===== src/rtl/i2s_transmitter.sv =====
// I2S serialiser: shifts stereo pairs out MSB first, paced by falling edges of an externally
// divided bit clock that is synchronised into the system clock domain.
module i2s_transmitter #(
    parameter int unsigned DATA_WIDTH = 24,
    parameter int unsigned SLOT_WIDTH = 32
) (
    input  logic                  clkIn,
    input  logic                  reset,
    input  logic                  bclkIn,
    input  logic [DATA_WIDTH-1:0] leftIn,
    input  logic [DATA_WIDTH-1:0] rightIn,
    input  logic                  inValid,
    output logic                  inReady,
    output logic                  wsOut,
    output logic                  sdataOut,
    output logic                  frameStart,
    output logic                  underrun
);

    localparam int unsigned FrameLen = 2 * SLOT_WIDTH;
    localparam int unsigned CntW     = $clog2(FrameLen);

    localparam logic [CntW-1:0] LastBit = CntW'(FrameLen - 1);
    localparam logic [CntW-1:0] WsFirst = CntW'(SLOT_WIDTH - 1);
    localparam logic [CntW-1:0] WsLast  = CntW'(FrameLen - 2);

    logic                  bclkS1, bclkS2, bclkS3;
    logic                  fallEdge;
    logic [CntW-1:0]       bitCount, countNext;
    logic                  frameBegin;
    logic                  handshake;

    logic                  pendingFull;
    logic [DATA_WIDTH-1:0] pendingL, pendingR;
    logic [DATA_WIDTH-1:0] activeL, activeR;
    logic [DATA_WIDTH-1:0] loadL, loadR;

    logic [DATA_WIDTH+SLOT_WIDTH-1:0] padL, padR;
    logic [SLOT_WIDTH-1:0]            slotL, slotR;
    logic [FrameLen-1:0]              frameBits;
    logic [CntW-1:0]                  bitIdx;
    logic                             bitNext;
    logic                             wsNext;

    assign fallEdge   = bclkS3 & ~bclkS2;
    assign countNext  = (bitCount == LastBit) ? '0 : bitCount + CntW'(1);
    assign frameBegin = fallEdge & (countNext == '0);

    assign inReady    = ~reset & ~pendingFull;
    assign handshake  = inValid & inReady;

    // Pair that will be active after this cycle; bit 0 of a frame is taken from it directly.
    always_comb begin
        loadL = activeL;
        loadR = activeR;
        if (frameBegin) begin
            if (pendingFull) begin
                loadL = pendingL;
                loadR = pendingR;
            end else if (handshake) begin
                loadL = leftIn;
                loadR = rightIn;
            end else begin
                loadL = '0;
                loadR = '0;
            end
        end
    end

    // Left-justify each sample in its slot, zero padding below the LSB.
    always_comb begin
        padL      = {loadL, {SLOT_WIDTH{1'b0}}};
        padR      = {loadR, {SLOT_WIDTH{1'b0}}};
        slotL     = padL[DATA_WIDTH+SLOT_WIDTH-1 -: SLOT_WIDTH];
        slotR     = padR[DATA_WIDTH+SLOT_WIDTH-1 -: SLOT_WIDTH];
        frameBits = {slotL, slotR};
        bitIdx    = LastBit - countNext;
        bitNext   = frameBits[bitIdx];
        wsNext    = (countNext >= WsFirst) && (countNext <= WsLast);
    end

    always_ff @(posedge clkIn) begin
        if (reset) begin
            bclkS1      <= 1'b0;
            bclkS2      <= 1'b0;
            bclkS3      <= 1'b0;
            bitCount    <= LastBit;
            pendingFull <= 1'b0;
            pendingL    <= '0;
            pendingR    <= '0;
            activeL     <= '0;
            activeR     <= '0;
            wsOut       <= 1'b0;
            sdataOut    <= 1'b0;
            frameStart  <= 1'b0;
            underrun    <= 1'b0;
        end else begin
            bclkS1     <= bclkIn;
            bclkS2     <= bclkS1;
            bclkS3     <= bclkS2;
            frameStart <= 1'b0;
            underrun   <= 1'b0;

            if (fallEdge) begin
                bitCount <= countNext;
                wsOut    <= wsNext;
                sdataOut <= bitNext;
            end

            if (frameBegin) begin
                activeL    <= loadL;
                activeR    <= loadR;
                frameStart <= 1'b1;
                underrun   <= ~pendingFull & ~handshake;
            end

            // A handshake coinciding with a frame start bypasses pending entirely.
            if (frameBegin && pendingFull) begin
                pendingFull <= 1'b0;
            end else if (handshake && !frameBegin) begin
                pendingL    <= leftIn;
                pendingR    <= rightIn;
                pendingFull <= 1'b1;
            end
        end
    end

endmodule


===== config.mk =====
export PLATFORM = sky130hd
export DESIGN_NAME = i2s_transmitter
export DESIGN_NICKNAME = d
export VERILOG_FILES = /design/src/rtl/i2s_transmitter.sv
export SDC_FILE = /design/constraint.sdc
export NUM_CORES = 1
export LEC_CHECK = 0
export BUFFER_PORTS_ARGS = -buffer_cell sky130_fd_sc_hd__buf_2
export CORE_MARGIN = 2
export CORE_UTILIZATION = 50
export CTS_CLUSTER_DIAMETER = 50
export CTS_CLUSTER_SIZE = 10
export DETAILED_ROUTE_END_ITERATION = 7
export PLACE_DENSITY = 0.73
export SLEW_MARGIN = 25
export SYNTH_ARGS = -nofsm -noshare
export SYNTH_HDL_FRONTEND = slang
export SYNTH_SLANG_ARGS = --single-unit

===== constraint.sdc =====
create_clock -name clkIn -period 2.8 [get_ports clkIn]
set_input_delay 0.56 -clock clkIn [delete_from_list [all_inputs] [get_ports clkIn]]
set_output_delay 0.56 -clock clkIn [all_outputs]
set_load 0.1 [all_outputs]

==> key figures <==
Clocking
  – CTS Buf Count: 9
  – CTS HTree Levels: 3
  – Root Driver: clkbuf_8
  – Cts hold-fix bufs: 0
  – Clock Sinks: 110
  – Worst-path clk slew: approximately 0.1 ns
  – Clk Latency, worst-skew pair: 0.38 ns
  – Max clock buf depth: 2
  – CTS tree: done

Worst setup path
  – R2r setup slk: -0.02 ns
  – CP Capture Type: flip-flop
  – Arrival @ worst endpoint: 3.10 ns
  – CP Cell Sequence: ha_4, or3_4, o2bb2ai_4, o21a_4, buf_12, o22ai_1, o2bb2ai_1, nor4_1, or4_4, a222oi_1
  – Worst path required time: 3.08 ns
  – Cell with the largest stage delay on the worst path: or4_4
  – Delay-heaviest family, CP: compound AO/OA/AOI/OAI gates
  – Crit-path max FO: 8
  – Delay of the slowest critical-path stage: roughly 0.55 ns
  – Worst Path Buf+Inv: 1
  – WS Path Type: flip-flop to flip-flop
  – Startpoint Class: flip-flop

Timing
  – Final Critical Period: 2.82 ns
  – Setup Viol. Count Final: 1
  – Pins Over Slew Limit: 0
  – Final worst slack: -0.0198 ns
  – Ratio of final minimum period to clock period: 101%
  – Max-Slew Margin vs Limit: 48.4%
  – Worst Tran Pin Value: 0.772 ns
  – RSZ-0062 raised after global routing: true
  – Final Skew: 0.00771 ns
  – Hold Fails Final Rpt: 0
  – Fmax: around 350 MHz

Synth
  – Post-synthesis simple-gate area fraction: 20.7%
  – Post-synthesis mux area share: 1.41%
  – Seq/Total Area, Yosys: 43.6%
  – Synthesized-area fraction occupied by adder cells: 0.743%
  – Synth Area in Compound Gates: 27.3%
  – Largest family of logic cells by synthesized area: compound AO/OA/AOI/OAI gates
  – Share of synthesized registers carrying an async set or reset: 0%
  – Mapped Cells: 621
  – Commonest cells post-synth: 117 x nand2_1, 110 x dfxtp_1, 65 x nor2_1
  – Synth Cell Area: 5050 um2
  – FF+latch count, synth: 110
  – Synth area leader: dfxtp_1
  – Post-synth EDFFs: 0
  – Top FF cell, synth: dfxtp_1
  – Post-Syn Area per Cell: 8.14 um2
  – Synth top area cells: dfxtp_1 44%, nand2_1 8.7%, a21oi_1 5.9%
  – Synth Net Count: between 600 and 700
  – Synth warn: 0
  – Top cell type's share of synthesized area: 43.6%
  – Netlist cell types: 60
  – Post-synthesis xor/xnor area fraction: 1.02%
  – Most common cell in the synthesized netlist: nand2_1

Place
  – Placed cell count: 792
  – Placer Congestion: about 0.88
  – Placed cell area: 5620 um2
  – Pre-CTS WS: around 0.041 ns
  – DP HPWL: between 9000 and 10,000 um
  – PortBufs: 56

Layout
  – Sequential Area: 2210 um2
  – Final cell count without fillers: approximately 820
  – Layout Utilization: 62.0%
  – Share of cells above drive strength 1: about 23%
  – Design Area, Final: 6060 um2
  – P&R area growth vs syn: 20.0%
  – # fillers: 853
  – Nets: 739
  – Ant. Diodes: 0
  – Multi-input gate area: 2680 um2

GRT
  – Largest net degree at the start of global routing: 71
  – Gr usage total: 24.8%
  – Vias in the first global route: between 4k and 5k
  – Initial antenna violation count: 0
  – GR Overflow Total: 0
  – First-pass GRT wire length: about 22,000 um

Floorplanning
  – Die area: around 11,000 um2
  – Die width: 105 um
  – Site Rows: 36
  – Die Y: 105 um
  – Core Box Area: about 9800 um2
  – Starting density of the core: between 50 and 60%
  – # IOs: 57

Run
  – Max-Cap Viols: 0

Route
  – Post-DRT Antenna Nets: 0
  – Routed met3 length: 733 um
  – Highest metal used: met4
  – Post-route DRC: 0
  – Router iterations before antenna repair: 6
  – DR iter-0 viols: between 400 and 500
  – Final WL: 13,900 um
  – WL met1: between 6000 and 7000 um
  – Routed length on met2: 6570 um
  – Vias: 4,929
  – Vias per std cell: 6.00
  – Drt wl/cell: 16.9 um

Status
  – Status: finished with violations
  – Violated checks: negative setup slack

Pwr
  – Worst vdd rail ir drop: 0.279 mV
  – Power Density: 508 nW/um2
  – LEAKAGE: 2.27 nW
  – Final total power: 3.08 mW

Worst hold path
  – Class of the worst hold path: input pin to flip-flop
timing repair:
item	in CTS	in global routing
setup buffers	0	10
setup endpoints to repair	0	1
resized for setup	0	26
state kept, by name, indices dropped and copies added (netlist names):
register	count
activeL	24
activeR	24
pendingL	24
pendingR	24
bitCount	6
bclkS1	1
bclkS2	1
bclkS3	1
frameStart	1
pendingFull	1
sdataOut	1
underrun	1
wsOut	1
where the power goes:
| group | leakage [nW] | switching (mW) | internal [mW] |
|---|---|---|---|
| sequential | 0.892 | 0.0331 | 1.62 |
| combinational | 1.29 | 0.304 | 0.201 |
| clock | 0.0848 | 0.545 | 0.374 |
final timing paths:
check	from	to	cells past startpoint
max	bitCount[1]$_SDFFE_PP1P_	sdataOut$_SDFFE_PP0P_	10
min	bclkIn	bclkS1$_SDFF_PP0_	2
max reg2reg	bitCount[1]$_SDFFE_PP1P_	sdataOut$_SDFFE_PP0P_	10
min reg2reg	bclkS1$_SDFF_PP0_	bclkS2$_SDFF_PP0_	1
cell type report:
class | instances | share of cell area, %
inverter | 2 | 0.124
clock inverter | 4 | 0.516
clock buffer | 12 | 2.56
tap | 133 | 2.75
multi-input combinational | 451 | 44.2
sequential | 110 | 36.4
timing repair buffer | 110 | 13.4
through the flow:
| step | setup TNS (ns) | hold WS, ns |
|---|---|---|
| global route | -0.0738 | 0.393 |
| detailed placement | 0 | 0.431 |
| floorplan | 0 | 0.414 |
| CTS | 0 | 0.382 |
| global placement | 0 | 0.429 |
| finish | -0.0198 | 0.380 |
cell families (layout without fill, tap and decap cells):
kind of cell    after synthesis  count (layout)
compound gates              193             194
simple gates                242             242
flops                       110             110
buf+inv                      61             128
xor+xnor                      5               5
fa+ha+maj                     3               3
mux                           7               7
routing by layer:
layer | vias up | GRT usage [%]
li1 | 2373 | -
met1 | 2360 | 33.6
met2 | 166 | 40.8
met3 | 30 | 3.32
met4 | 0 | 8.59
met5 | - | 0
cell usage in the layout (no fill, tap or decap), types with 2 or more instances in the layout:
cell type and n:
nor4_1 3, inv_1 2, o22ai_1 10, a221o_1 18, o21ai_1 6, clkbuf_16 3
a211oi_1 15, o21ai_0 8, nand3_1 9, dfxtp_1 105, and2_1 2, buf_2 55
a22oi_1 13, buf_12 5, a31oi_1 3, nand4_1 2, a22o_1 2, buf_4 44
o311ai_1 2, buf_6 3, a21oi_1 60, nor2_2 7, a221oi_1 17, nand2b_1 5
nor3_1 21, a311oi_1 4, clkinvlp_4 3, o2111ai_1 4, nor2_1 60, nor2b_1 5
and3_1 2, xor2_1 3, a211o_1 7, o211ai_1 5, dfxtp_2 5, mux2i_1 5
o22ai_2 4, clkbuf_8 11, nand2_1 117
(Power assumes the default switching activity.)
